## src/rtl/constants_pkg.sv

```systemverilog
// Shared constants for the ALU pipeline and its result buffer.
package constants_pkg;

  typedef enum logic [1:0] {
    ALU_ADD   = 2'd0,
    ALU_SUB   = 2'd1,
    ALU_AND   = 2'd2,
    ALU_PASSB = 2'd3
  } alu_op_e;

  localparam int PIPE_LATENCY = 3;
  localparam int RBUF_DEPTH   = 4;

endpackage

```

## src/rtl/valid_delay.sv

```systemverilog
// Tracks issued operations through the pipeline: one valid bit per stage,
// plus a count of how many stages currently carry a real operation.
module valid_delay
  import constants_pkg::*;
#(
  parameter  int LATENCY = PIPE_LATENCY,
  localparam int IW      = $clog2(LATENCY + 1)
) (
  input  logic          clk,
  input  logic          rst,
  input  logic          valid_i,
  output logic          valid_o,
  output logic [IW-1:0] inflight_o
);

  logic [LATENCY-1:0] r_sr;
  logic [IW-1:0]      w_cnt;

  always_ff @(posedge clk or negedge rst) begin
    if (!rst) begin
      r_sr <= '0;
    end else begin
      r_sr[0] <= valid_i;
      for (int i = 1; i < LATENCY; i++) r_sr[i] <= r_sr[i-1];
    end
  end

  always_comb begin
    w_cnt = '0;
    for (int i = 0; i < LATENCY; i++) w_cnt = w_cnt + IW'(r_sr[i]);
  end

  assign valid_o    = r_sr[LATENCY-1];
  assign inflight_o = w_cnt;

endmodule

```

## src/rtl/pipe_result_buffer.sv

```systemverilog
// Captures pipeline results LATENCY edges after issue into a first-word
// fall-through FIFO and gates issue so that results in flight always fit.
module pipe_result_buffer
  import constants_pkg::*;
#(
  parameter  int DWIDTH  = 8,
  parameter  int DEPTH   = RBUF_DEPTH,
  parameter  int LATENCY = PIPE_LATENCY,
  localparam int CW      = $clog2(DEPTH) + 1
) (
  input  logic              clk,
  input  logic              rst,
  input  logic              issue_valid_i,
  output logic              issue_ready_o,
  input  logic [DWIDTH-1:0] pipe_res_i,
  output logic              out_valid_o,
  input  logic              out_ready_i,
  output logic [DWIDTH-1:0] out_data_o,
  output logic [CW-1:0]     count_o,
  output logic              overflow_o
);

  localparam int AW = $clog2(DEPTH);
  localparam int IW = $clog2(LATENCY + 1);
  localparam int SW = CW + IW;

  logic              w_res_valid;
  logic [IW-1:0]     w_inflight;
  logic [SW-1:0]     w_occupancy;
  logic              w_empty;
  logic              w_full;
  logic              w_pop;
  logic              w_push;
  logic              w_drop;

  logic [DWIDTH-1:0] r_mem [DEPTH];
  logic [AW-1:0]     r_rptr;
  logic [AW-1:0]     r_wptr;
  logic [CW-1:0]     r_count;
  logic              r_overflow;

  valid_delay #(.LATENCY(LATENCY)) u_valid_delay (
    .clk        (clk),
    .rst        (rst),
    .valid_i    (issue_valid_i),
    .valid_o    (w_res_valid),
    .inflight_o (w_inflight)
  );

  // Output handshake: a result transfers on a rising edge where out_valid_o
  // and out_ready_i are both high; out_data_o holds steady until then.
  // issue_ready_o is advisory: issues made while it is low are still tracked.
  assign w_empty     = (r_count == '0);
  assign w_full      = (r_count == CW'(DEPTH));
  assign w_pop       = out_ready_i && !w_empty;
  assign w_push      = w_res_valid && (!w_full || w_pop);
  assign w_drop      = w_res_valid && w_full && !w_pop;
  assign w_occupancy = SW'(r_count) + SW'(w_inflight);

  always_ff @(posedge clk or negedge rst) begin
    if (!rst) begin
      for (int i = 0; i < DEPTH; i++) r_mem[i] <= '0;
      r_rptr     <= '0;
      r_wptr     <= '0;
      r_count    <= '0;
      r_overflow <= 1'b0;
    end else begin
      if (w_push) begin
        r_mem[r_wptr] <= pipe_res_i;
        r_wptr        <= r_wptr + AW'(1);
      end
      if (w_pop) r_rptr <= r_rptr + AW'(1);
      case ({w_push, w_pop})
        2'b10:   r_count <= r_count + CW'(1);
        2'b01:   r_count <= r_count - CW'(1);
        default: r_count <= r_count;
      endcase
      r_overflow <= r_overflow | w_drop;
    end
  end

  assign issue_ready_o = (w_occupancy < SW'(DEPTH));
  assign out_valid_o   = !w_empty;
  assign out_data_o    = r_mem[r_rptr];
  assign count_o       = r_count;
  assign overflow_o    = r_overflow;

endmodule

```

## config.mk

```make
export PLATFORM = sky130hd
export DESIGN_NAME = pipe_result_buffer
export DESIGN_NICKNAME = d
export VERILOG_FILES = /design/src/rtl/constants_pkg.sv /design/src/rtl/valid_delay.sv /design/src/rtl/pipe_result_buffer.sv
export SDC_FILE = /design/constraint.sdc
export NUM_CORES = 1
export LEC_CHECK = 0
export ABC_AREA = 1
export CAP_MARGIN = 15
export CORE_MARGIN = 2
export CORE_UTILIZATION = 50
export CTS_BUF_LIST = sky130_fd_sc_hd__clkbuf_8
export CTS_CLUSTER_SIZE = 24
export DETAILED_ROUTE_END_ITERATION = 7
export PLACE_DENSITY = 0.82
export SETUP_SLACK_MARGIN = 0.05
export SLEW_MARGIN = 20
export SYNTH_ARGS = -nofsm -noshare
export SYNTH_HDL_FRONTEND = slang
export SYNTH_SLANG_ARGS = --single-unit
```

## constraint.sdc

```tcl
create_clock -name clk -period 2.3 [get_ports clk]
set_clock_uncertainty 0.2 [all_clocks]
set_input_delay 0.23 -clock clk [delete_from_list [all_inputs] [get_ports clk]]
set_output_delay 0.23 -clock clk [all_outputs]
set_load 0.01 [all_outputs]
```

[Word-level counts from Yosys, hierarchy flattened]
Index checks and enable logic that the tools add are counted.
Word-level totals
  flip-flop bits (word level): 43
  output and inout port bits: 14
  word-level logic and storage cells: 44
Operators by class
  add/sub/neg operators: 7
  $lt $le $gt $ge: 4
  equal/unequal tests: 3
  mux-type cells: 7
  bitwise logic cells: 3
  reduce and logical (&&, ||, !) cells: 11
Operator list (number)
  bitwise mux 32 bit: 1
  2-to-1 mux 8 bit: 3
  binary-select mux 8 bit (select 2 bit): 1
  demux 8 bit (select 2 bit): 1
  >= comparator 3 bit, second input constant: 2
  NOT 2 -> 3 bit: 2
  one-hot mux 3 bit (2 select lines): 1
  logical AND 1 bit: 5
  adder 2 x 1 -> 2 bit, second input constant: 2
  adder 3 x 2 -> 4 bit: 1
  < comparator 4 x 3 -> 1 bit, second input constant: 1
  adder 3 x 1 -> 3 bit, second input constant: 1
  == test 3 bit, second input constant: 1
  logical NOT 1 bit: 3
  logical NOT 3 bit: 1
  < comparator 3 x 1 -> 1 bit, second input constant: 1
  subtractor 3 x 1 -> 3 bit, second input constant: 1
  adder 1 x 1 -> 2 bit: 1
  adder 2 x 1 -> 2 bit: 1
  == test 2 x 1 -> 1 bit, second input constant: 1
  == test 2 bit, second input constant: 1
  nonzero test 2 bit: 1
  logical OR 1 bit: 1
  bitwise OR 1 bit: 1

[Longest topological paths before layout]
Gate-level depths: netlist of the first run.
  word-level depth: 7
  mapped depth: 9
  depth with buffers taken out: 9

[Hierarchy]
A second synthesis of the first run with hierarchy kept.
Unflattened totals
  cell total of the unflattened synthesis: 213
  area, all modules: 2009.4 um2
Modules (own cells, without submodules)
  pipe_result_buffer: instances 1, cells each 209, area each 1914.3 um2, sequential area each 1001.0 um2
  valid_delay: instances 1, cells each 4, area each 95.1 um2, sequential area each 75.1 um2

[Least setup slack after synthesis of the first run]
Ideal clock, no wire load.
  path kind: register to output
  start point: reg r_count[0] (netlist: count_o[0])
  end point: out issue_ready_o
  arrival: 1419 ps
  data required time: 1870 ps
  setup slack: 451 ps
  stages on the path, launching flop included: 8
  path through: dfrtp_1 inv_1 fa_1 inv_1 ha_1 nand3b_1 nand2_1 inv_1
On the way
  cells in the longest elaborated chain, start to end: 2
RTL lines
  from (decl): RTL line pipe_result_buffer.sv:39  | logic [CW-1:0] r_count;
  from (signal assigned): RTL line pipe_result_buffer.sv:74  | 2'b10: r_count <= r_count + CW'(1);
  from (signal assigned): RTL line pipe_result_buffer.sv:75  | 2'b01: r_count <= r_count - CW'(1);
  from (signal assigned): RTL line pipe_result_buffer.sv:76  | default: r_count <= r_count;
  adder 3 x 2 -> 4 bit: RTL line pipe_result_buffer.sv:58  | assign w_occupancy = SW'(r_count) + SW'(w_inflight);
  < comparator 4 x 3 -> 1 bit: RTL line pipe_result_buffer.sv:82  | assign issue_ready_o = (w_occupancy < SW'(DEPTH));
  to (decl): RTL line pipe_result_buffer.sv:14  | output logic issue_ready_o,
Every way passes these cells.

[Worst setup path after layout of the first run]
  start point: reg r_count[0] (netlist: count_o[0])
  end point: out out_valid_o
On the way
  cells in the longest elaborated chain, start to end: 2
RTL lines
  logical NOT 3 bit: RTL line pipe_result_buffer.sv:53  | assign w_empty = (r_count == '0);
  logical NOT 1 bit: RTL line pipe_result_buffer.sv:83  | assign out_valid_o = !w_empty;
  to (decl): RTL line pipe_result_buffer.sv:16  | output logic out_valid_o,
Every way passes these cells.

==> results, run 1 <==
- Of the post-synthesis cell area, the part taken by muxes is 0%.
- For this design the ratio of total power to cell area is 1466 mW/mm².
- The type of destination of the critical path is an output pin.
- The floorplan step set the die height to ~70 µm.
- CTS built an H-tree with a depth of 2.
- The post-synthesis async set-or-reset flop share is 100.0%.
- Once routing completed, OpenROAD measured the worst setup slack at around 0.11 ns.
- Sorting the synthesized cells by area gives the leading types as sky130_fd_sc_hd__dfrtp_1, sky130_fd_sc_hd__o21ai_2, sky130_fd_sc_hd__nand2_1.
- Routability-driven placement finished with a final weighted congestion of roughly 0.86.
- The leftover overflow at the end of global routing is 0.
- Summing the areas of all compound-gate instances in the mapped netlist gives 17.35% of the synthesized area.
- The synthesized netlist occupies a cell area of 0.002171 mm².
- The reported max-cap violation count is 0.
- The largest stage delay on the critical path is 0.49 ns.
- The final critical path takes up 95.01% of the cycle.
- The ratio of routed vias to standard cells is 5.227.
- After filler insertion, the fill cell instance count of the layout stands at ~340.
- Timing analysis after detailed placement gives a worst setup slack of 0.04469 ns.
- The final hold violation count is 0.
- The highest fanout seen on the critical path is 4.
- STA classifies the critical path startpoint as a register.
- After the last flow step, the layout net total stands at between 200 and 300.
- The accumulated negative setup slack is 0 ns.
- The horizontal die dimension is between 60 and 70 µm.
- The largest total area in the synthesized netlist belongs to sky130_fd_sc_hd__dfrtp_1.
- After detailed routing, the average wire length per cell comes to 13.32 µm.
- The via count of the first global-routing pass was 1,529.
- The commonest cells after synthesis are sky130_fd_sc_hd__dfrtp_1, sky130_fd_sc_hd__nand2_1, sky130_fd_sc_hd__inv_1, sky130_fd_sc_hd__nor2_1.
- The area of the placeable core is 0.004086 mm².
- Setup violations remaining at the end of the flow were counted as 0.
- The number of clock buffers added by TritonCTS is 5.
- The worst hold path belongs to the class primary input to register.
- The final worst hold slack is 0.1716 ns.
- Before antenna repair, the detailed router went through 4 iterations.
- The worst path needs 2.185 ns of the cycle, external delays included.
- The share of post-route cells with drive strength above 1 is 22.09%.
- The clock sink count is 43.
- The simple-gate share of the synthesized area is ~18%.
- Walking the worst path, the cells encountered are buf_4 -> buf_4 -> nor2_2 -> nand2_1 -> clkdlybuf4s50_1.
- The Yosys step of the flow raised 0 warnings.
- The worst pin sits at a relative slew slack of 64.83%.
- The required time at the worst-slack endpoint is between 1.5 and 2 ns.
- The adder-cell share of the synthesized area is around 4.7%.
- The initialized floorplan defines 23 standard-cell rows.
- The synthesized design contains 0 enable-type register cells.
- The standard cell with the maximum stage delay on the critical path is sky130_fd_sc_hd__clkdlybuf4s50_1.
- The boundary pin count is 26.
- At the worst endpoint, the arrival time is between 1.5 and 2 ns.
- The category of the most critical setup path is register to output pin.
- Static timing analysis puts the maximum clock frequency at roughly 460 MHz.
- The post-synthesis sequential element count is between 40 and 50.
- The number of routed nets with antenna violations is 0.
- Entering global routing, the biggest net connects 44 pins.
- The dominant combinational cell family by area after synthesis is simple AND/OR/NAND/NOR gates.
- Synthesis handed over a netlist of 221 instances.
- The distinct cell type count after synthesis is 26.
- The antenna cell count is 0.
- The number of buffers between clock root and the deepest sink is 2.
- The worst-case IR drop observed on VDD is 0.0006079 V.
- The synthesized netlist devotes 1.210% of its cell area to XOR and XNOR gates.
- Counting stages on the worst path, the most repeated cell is sky130_fd_sc_hd__buf_4.
- The layout-stage area growth over the synthesis result is 20.12%.
- Summed over all layers, the routed wires come to 4103 µm.
- The flow ran to the end, and the final reports show no timing, DRC or antenna violations.
- The clock tree root driver cell is sky130_fd_sc_hd__clkbuf_8.
- TritonCTS built the clock tree.
- In the global route stage, overall resource usage came out at 18.28%.
- The clock transition at the registers of the reported paths is around 0.08 ns.
- At the pin with the least slew margin, the transition time is 0.5276 ns.
- The number of max-slew violations in the final report is 0.
- When the netlist entered floorplanning its net count stood at 240.
- Summed over all nets, the half-perimeter wirelength after detailed placement is 2636 µm.
- The predominant post-synthesis flop cell is sky130_fd_sc_hd__dfrtp_1.
- The mean instance size in the synthesized netlist is roughly 9.8 µm².
- The later-pin clock latency in the skew report is 0.30 ns.
- Measured on the finished design, the core utilization comes to between 60% and 70%.
- The total via count in the routed design is ~1,600.
- In this run the biggest area consumer among cell types represents 49.57% of the synthesized area.
- The number of antenna violations at the first check in global routing is 0.
- The initial utilization of the core area, before any placement, comes to 53.12%.
- The proportion of synthesized chip area in sequential cells is 49.57%.
- In the routed design, unresolved DRC markers number 0.
- The violation count after the first detailed-routing iteration is 137.
- The die covers 0.004885 mm².
- The reg-to-reg setup timing slack is 0.31 ns.
- The leakage dissipation is 1.263 nW.
- The number of I/O port buffers is 25.
- The most frequent cell after synthesis is sky130_fd_sc_hd__dfrtp_1.
- The first global-routing pass estimated 6989 µm of wire.
- Setup repair after global routing left no endpoint under its margin.
## metal layers
layer | up-vias | part of all wire [%] | track usage, %
met2 | 43 | 47 | 28.36
met3 | 7 | 5.2 | 4.040
met4 | 0 | 2.1 | 8.547
met1 | 767 | 46 | 24.50
li1 | 793 | - | -
met5 | - | 0 | 0
## state kept, by name (all words and copies together), names as in the netlist
signal,cells
r_wptr,2
r_mem,32
overflow_o,1
u_valid_delay.r_sr,3
r_rptr,2
count_o,3
## final cells by class
| type | count | area (µm²) | area share, % |
|---|---|---|---|
| flip-flops and latches | 43 | 1079 | 41.36 |
| multi-input cells | 146 | 904.6 | 34.69 |
| repair buffers | 37 | 331.6 | 12.72 |
| inverters | 24 | 97.59 | 3.743 |
| clock buffers | 5 | 68.82 | 2.639 |
| clock inverters | 3 | 63.81 | 2.447 |
| well taps | 50 | 62.56 | 2.399 |
## cell families (layout without fill, tap and decap cells)
kind of cell               count (synthesis)  count (layout)
DFF                                       43              43
and+or+nand+nor                           76              76
adders and majority gates                  7               7
xor gates and xnor gates                   3               3
buffers and inverters                     32              69
AOI/OAI and AO/OA                         60              60
## worst paths after layout
check | start | cells after the start | endpoint
hold reg to reg | u_valid_delay.r_sr[0]$_DFF_PN0_ | 0 | u_valid_delay.r_sr[1]$_DFF_PN0_
min in group asynchronous | rst | 3 | r_mem[28]$_DFFE_PN0P_
setup reg to reg | count_o[0]$_DFFE_PN0P_ | 11 | count_o[2]$_DFFE_PN0P_
setup / recovery | count_o[0]$_DFFE_PN0P_ | 5 | out_valid_o
hold / removal | issue_valid_i | 1 | u_valid_delay.r_sr[0]$_DFF_PN0_
max in group asynchronous | rst | 3 | r_rptr[1]$_DFFE_PN0N_
## placed cells by master (no fill, tap or decap), types with 11 or more instances in the layout
cell / Yosys / final
sky130_fd_sc_hd__clkdlybuf4s50_1: 0 / 16
sky130_fd_sc_hd__o21ai_2: 17 / 17
sky130_fd_sc_hd__o21ai_1: 16 / 16
sky130_fd_sc_hd__nor2_1: 20 / 20
sky130_fd_sc_hd__nand2_1: 34 / 34
sky130_fd_sc_hd__dfrtp_1: 43 / 41
sky130_fd_sc_hd__inv_1: 23 / 22
sky130_fd_sc_hd__buf_4: 0 / 11
sky130_fd_sc_hd__o21ai_0: 17 / 17
## worst max-delay path: cells and delay by family, from the launching register on
family | cells | cell delay (ns)
buffers and inverters | 3 | 0.77
flip-flops | 1 | 0.40
AND/OR/NAND/NOR | 2 | 0.29
## report_power, final
part	total [mW]	switching, mW	internal [mW]	leakage (nW)
sequential	1.32	0.227	1.09	0.527
clock	0.692	0.263	0.430	0.0695
combinational	1.81	0.982	0.827	0.666
total	3.82	1.47	2.35	1.26
## through the flow
| step | cell area [µm²] | power [mW] | instances |
|---|---|---|---|
| final | 2608 | 3.823 | 308 |
| after global routing | 2608 | 4.107 | 308 |
| after CTS | 2584 | 3.795 | 305 |
| after detailed placement | 2439 | 3.144 | 295 |
| after global placement | 2439 | 3.093 | 295 |
| after floorplan | 2171 | 2.535 | 221 |
## repair_timing
item / 4_1_cts / 5_1_grt
setup endpoints to repair: 9 / 4
resized for setup: 9 / 5
endpoints found under the hold margin: 43 / 0
hold buffers: 1 / 0
buffers inserted: 1 / 3
(Power assumes the default switching activity.)
==> inputs of run 2 (changes only) <==
SLEW_MARGIN = unset   (was 20)
==> results of run 2 <==
The final DEF is identical to that of run 1; final timing and power are the same.
==> inputs of run 3 (changes only) <==
ABC_AREA = unset   (was 1)
SLEW_MARGIN = 15   (was unset)
==> run 3 against run 2 <==
  * Sequential share of layout area down 0.95 points
  * Final cell count fell by 23%
  * Power grew 2.4%
  * Cell area up 2.4%
  * Maximum frequency shrank 4.6%
==> results, run 3 <==
- The number of enable flip-flop cells after synthesis came to 0 (unchanged).
- The final worst-path cycle share is 99.62% (+4.6 points).
- The combinational share of power is 49.8% (+2.5 points).
- The count of yosys warnings during synthesis is 0 (unchanged).
- The achievable clock frequency is 436.4 MHz (-4.6%).
- The global routing usage summed across all routing layers came to 20.10% (+1.8 points).
- The via count of the first global-routing pass was 1,457 (-4.7%).
- The proportion of synthesized chip area in sequential cells is 51.10% (+1.5 points).
- The area fraction of the dominant cell type after synthesis is 51.10% (+1.5 points).
- The cell sitting at the root of the clock tree is a sky130_fd_sc_hd__clkbuf_8.
- The violation count after the first detailed-routing iteration is 88 (-36%).
- The final-stage net count is 206 (-25%).
- The number of cells on the worst reg-to-reg path is 7 (-4).
- The H-tree depth is 2 (unchanged).
- The leftover overflow at the end of global routing was 0 (unchanged).
- The number of buffers between clock root and the deepest sink is 2 (unchanged).
- The final hold violation count is 0 (unchanged).
- The dominant cell type by area after synthesis is sky130_fd_sc_hd__dfrtp_1.
- The area of the placeable core came to 0.004029 mm² (-1.4%).
- The clock transition at the registers of the reported paths came to 0.08 ns (about the same).
- STA classifies the critical path startpoint as a register.
- The die area is 0.004747 mm² (-2.8%).
- The cell area after synthesis is 0.002106 mm² (-3.0%).
- The type of destination of the critical path is a register.
- The number of antenna violations at the first check in global routing is 0 (unchanged).
- The actual slew at the worst max-slew pin was 0.4260 ns (-0.1016 ns).
- The category of the most critical setup path is register to register.
- The placed cell count is 226 (-23%).
- The post-synthesis sequential element count is 43 (unchanged).
- The total via count in the routed design is 1,300 (-19%).
- The internal power summed over all cells is 2.666 mW (+13%).
- The routed length per placed instance is 17.24 µm (+29%).
- The final weighted congestion in routability-driven placement came to 0.8552 (-0.66%).
- The required time at the worst-slack endpoint is 2.27 ns (+0.40 ns).
- The sum of buffers and inverters on the critical path is 1 (-2).
- The post-placement worst setup slack came to -0.1862 ns (-0.2309 ns).
- The number of rows in the core area is 23 (unchanged).
- In the post-synthesis netlist, the biggest area contributors are sky130_fd_sc_hd__dfrtp_1, sky130_fd_sc_hd__mux2_2, sky130_fd_sc_hd__mux4_2.
- The register area is 0.001079 mm² (unchanged).
- The minimum clock period after layout is 2.291 ns (+0.1060 ns).
- The number of search-and-repair iterations in the first detailed-routing pass is 4 (unchanged).
- Setup repair after global routing could not meet its margin everywhere.
- The proportion of total power due to net switching came to 31.89% (-6.6 points).
- By instance count, the leading cell after synthesis is sky130_fd_sc_hd__dfrtp_1.
- The wire length of the first global-routing pass was 6768 µm (-3.2%).
- The reported max-cap violation count was 0 (unchanged).
- The highest fanout seen on the critical path is 3 (-1).
- The net switching component of the power is 1.248 mW (-15%).
- The worst endpoint data arrival time is 2.26 ns (+0.50 ns).
- The final non-filler cell total is 238 (-23%).
- The clock buffer count from CTS is 5 (unchanged).
- The predominant post-synthesis flop cell is sky130_fd_sc_hd__dfrtp_1.
- The total number of cells along the worst setup path is 7 (+2).
- The number of max-slew violations in the final report is 0 (unchanged).
- Ranked by flip-flop count, first place goes to r_mem.
- The remaining design rule violation count came to 0 (unchanged).
- The distinct cell type count after synthesis is 32 (+23%).
- The ratio of total power to cell area came to 1466 mW/mm² (about the same).
- The multi-input logic area is 993.5 µm² (+9.8%).
- The largest stage delay on the critical path is 0.40 ns (-0.09 ns).
- The maximum number of pins on one net before global-route repair is 28 (-36%).
- The number of routed nets with antenna violations is 0 (unchanged).
- The clock sink count was 43 (unchanged).
- The synthesized instance count is 143 (-35%).
- The relative contribution of the clock network to total power is 15.4% (-2.7 points).
- The vertical die dimension came to 68.90 µm (-1.4%).
- The antenna cell count is 0 (unchanged).
- The later-pin clock latency in the skew report came to 0.29 ns (about the same).
- The initial cell density of the core was 52.27% (-0.86 points).
- The worst slew margin relative to its limit is 71.60% (+6.8 points).
- The sequential power share was 34.8% (+0.2 points).
- The horizontal die dimension is 68.90 µm (-1.4%).
- The total nets after synthesis is 162 (-33%).
- The run finished with clean final reports.
- The final-report setup violation count is 0 (unchanged).
- The boundary pin count is 26 (unchanged).
- On the critical path the largest part of the delay comes from simple AND/OR/NAND/NOR gates.
- The detailed placer's ending HPWL is 2921 µm (+11%).
- The mean instance size in the synthesized netlist is 14.73 µm² (+50%).
- The slowest stage of the critical path is the sky130_fd_sc_hd__or3b_4 cell.
- The critical path goes through buf_6 -> or3_4 -> nand3_2 -> fa_2 -> or3b_4 -> and3_1 -> or4_1.
- The path class of the tightest hold or removal check is primary input to register.
- The top cell types in the final layout, fill and taps aside, are sky130_fd_sc_hd__dfrtp_1, sky130_fd_sc_hd__mux2_2, sky130_fd_sc_hd__clkdlybuf4s50_1.
- The ratio of routed vias to standard cells is 5.462 (+4.5%).
- The aggregate routed wire length is 4102 µm (about the same).
- The library cell used most frequently in the layout, excluding fill and tap cells, is sky130_fd_sc_hd__dfrtp_1.
- The number of filler instances in the final layout is 298 (-13%).
- The number of flip-flops under the largest register name is 32 (unchanged).
- The layout-stage area growth over the synthesis result is 26.74%.
- The number of I/O port buffers is 25 (unchanged).
- The worst hold path depth is 1 (unchanged).
- The final critical-path setup slack was 0.008673 ns (-0.1060 ns).
- The post-synthesis async set-or-reset flop share is 100.0% (unchanged).
- The commonest cells after synthesis are sky130_fd_sc_hd__dfrtp_1, sky130_fd_sc_hd__mux2_2, sky130_fd_sc_hd__mux2_4, sky130_fd_sc_hd__inv_1, sky130_fd_sc_hd__mux4_2.
- The peak ir drop on the vdd network was 0.0007636 V (+26%).
- TritonCTS built the clock tree.
- The share of post-route cells with drive strength above 1 is 42.02% (+20 points).
- The leakage dissipation is 1.171 nW (-7.3%).
-- run 3: cell count changes after synthesis, sizes merged, moves of 8 or more --
cell   before  now
nor2       21    8
mux4        0    8
inv        24    8
o21ai      50    1
o22ai       8    0
mux2        0   33
nand2      47    6
-- run 3: timing repair --
item	4_1_cts	5_1_grt
hold endpoints to repair	16	0
hold buffers	1	0
pin swaps	0	2
resized for setup	13	5
endpoints found under the setup margin	10	5
buffers inserted	3	0
-- run 3: power by group through the flow --
| stage | combinational, mW | clock (mW) | sequential, mW |
|---|---|---|---|
| 6_report | 1.95 | 0.602 | 1.36 |
| 5_1_grt | 2.11 | 0.648 | 1.40 |
| 4_1_cts | 1.95 | 0.607 | 1.36 |
| 3_5_place_dp | 1.98 | 0 | 1.38 |
| 3_3_place_gp | 1.90 | 0 | 1.34 |
| 2_1_floorplan | 1.24 | 0 | 1.32 |
-- run 3: worst paths after layout --
| kind | start | to | slack (ns) |
|---|---|---|---|
| min reg2reg | u_valid_delay.r_sr[0]$_DFF_PN0_ | u_valid_delay.r_sr[1]$_DFF_PN0_ | 0.19 |
| max | count_o[0]$_DFFE_PN0P_ | count_o[2]$_DFFE_PN0P_ | 0.009 |
| max in group asynchronous | rst | r_mem[28]$_DFFE_PN0P_ | 1.03 |
| max reg2reg | count_o[0]$_DFFE_PN0P_ | count_o[2]$_DFFE_PN0P_ | 0.009 |
| min in group asynchronous | rst | r_mem[6]$_DFFE_PN0P_ | 0.19 |
| min | issue_valid_i | u_valid_delay.r_sr[0]$_DFF_PN0_ | 0.18 |
-- run 3: through the flow --
stage / power (mW) / TNS (ns) / util, % / hold WS (ns) / cell area (µm²)
final: 3.914 / 0 / 66.24 / 0.1764 / 2669
after global routing: 4.160 / -0.1377 / 66.24 / 0.1847 / 2669
after CTS: 3.924 / -0.0003921 / 65.90 / 0.1801 / 2655
after detailed placement: 3.362 / -0.2456 / 62.33 / -0.02387 / 2511
after global placement: 3.240 / -0.1327 / 62.33 / -0.03804 / 2511
after floorplan: 2.555 / -0.04349 / - / -0.2656 / 2130
-- run 3: kinds of logic after synthesis --
kind of cell             after synthesis  synth area share [%]
flip-flops                            43                 51.10
XOR/XNOR                               5                 2.080
buffers and inverters                 13                 2.852
AND/OR/NAND/NOR                       28                 8.794
adder cells (fa/ha/maj)                7                 4.872
multiplexers                          41                 27.99
AO/OA/AOI/OAI                          6                 2.317
-- run 3: final cells by class --
class | count | area share (%)
clock buffers | 6 | 3.094
clock inverters | 2 | 1.313
inverters | 8 | 1.125
multi-input cells | 87 | 37.22
flip-flops and latches | 43 | 40.41
well taps | 50 | 2.344
repair buffers | 42 | 14.49
-- run 3: worst register-to-register path: stages, from the launching register on --
cell,delay [ns]
sky130_fd_sc_hd__dfrtp_2,0.37
sky130_fd_sc_hd__buf_6,0.09
sky130_fd_sc_hd__or3_4,0.12
sky130_fd_sc_hd__nand3_2,0.07
sky130_fd_sc_hd__fa_2,0.38
sky130_fd_sc_hd__or3b_4,0.40
sky130_fd_sc_hd__and3_1,0.14
sky130_fd_sc_hd__or4_1,0.39
-- run 3: layer usage --
metal,GRT usage [%],wire [µm],vias to the layer above
li1,-,-,595
met5,0,0,-
met2,35.58,2134,44
met1,23.25,1681,653
met3,5.032,225,8
met4,8.088,61,0
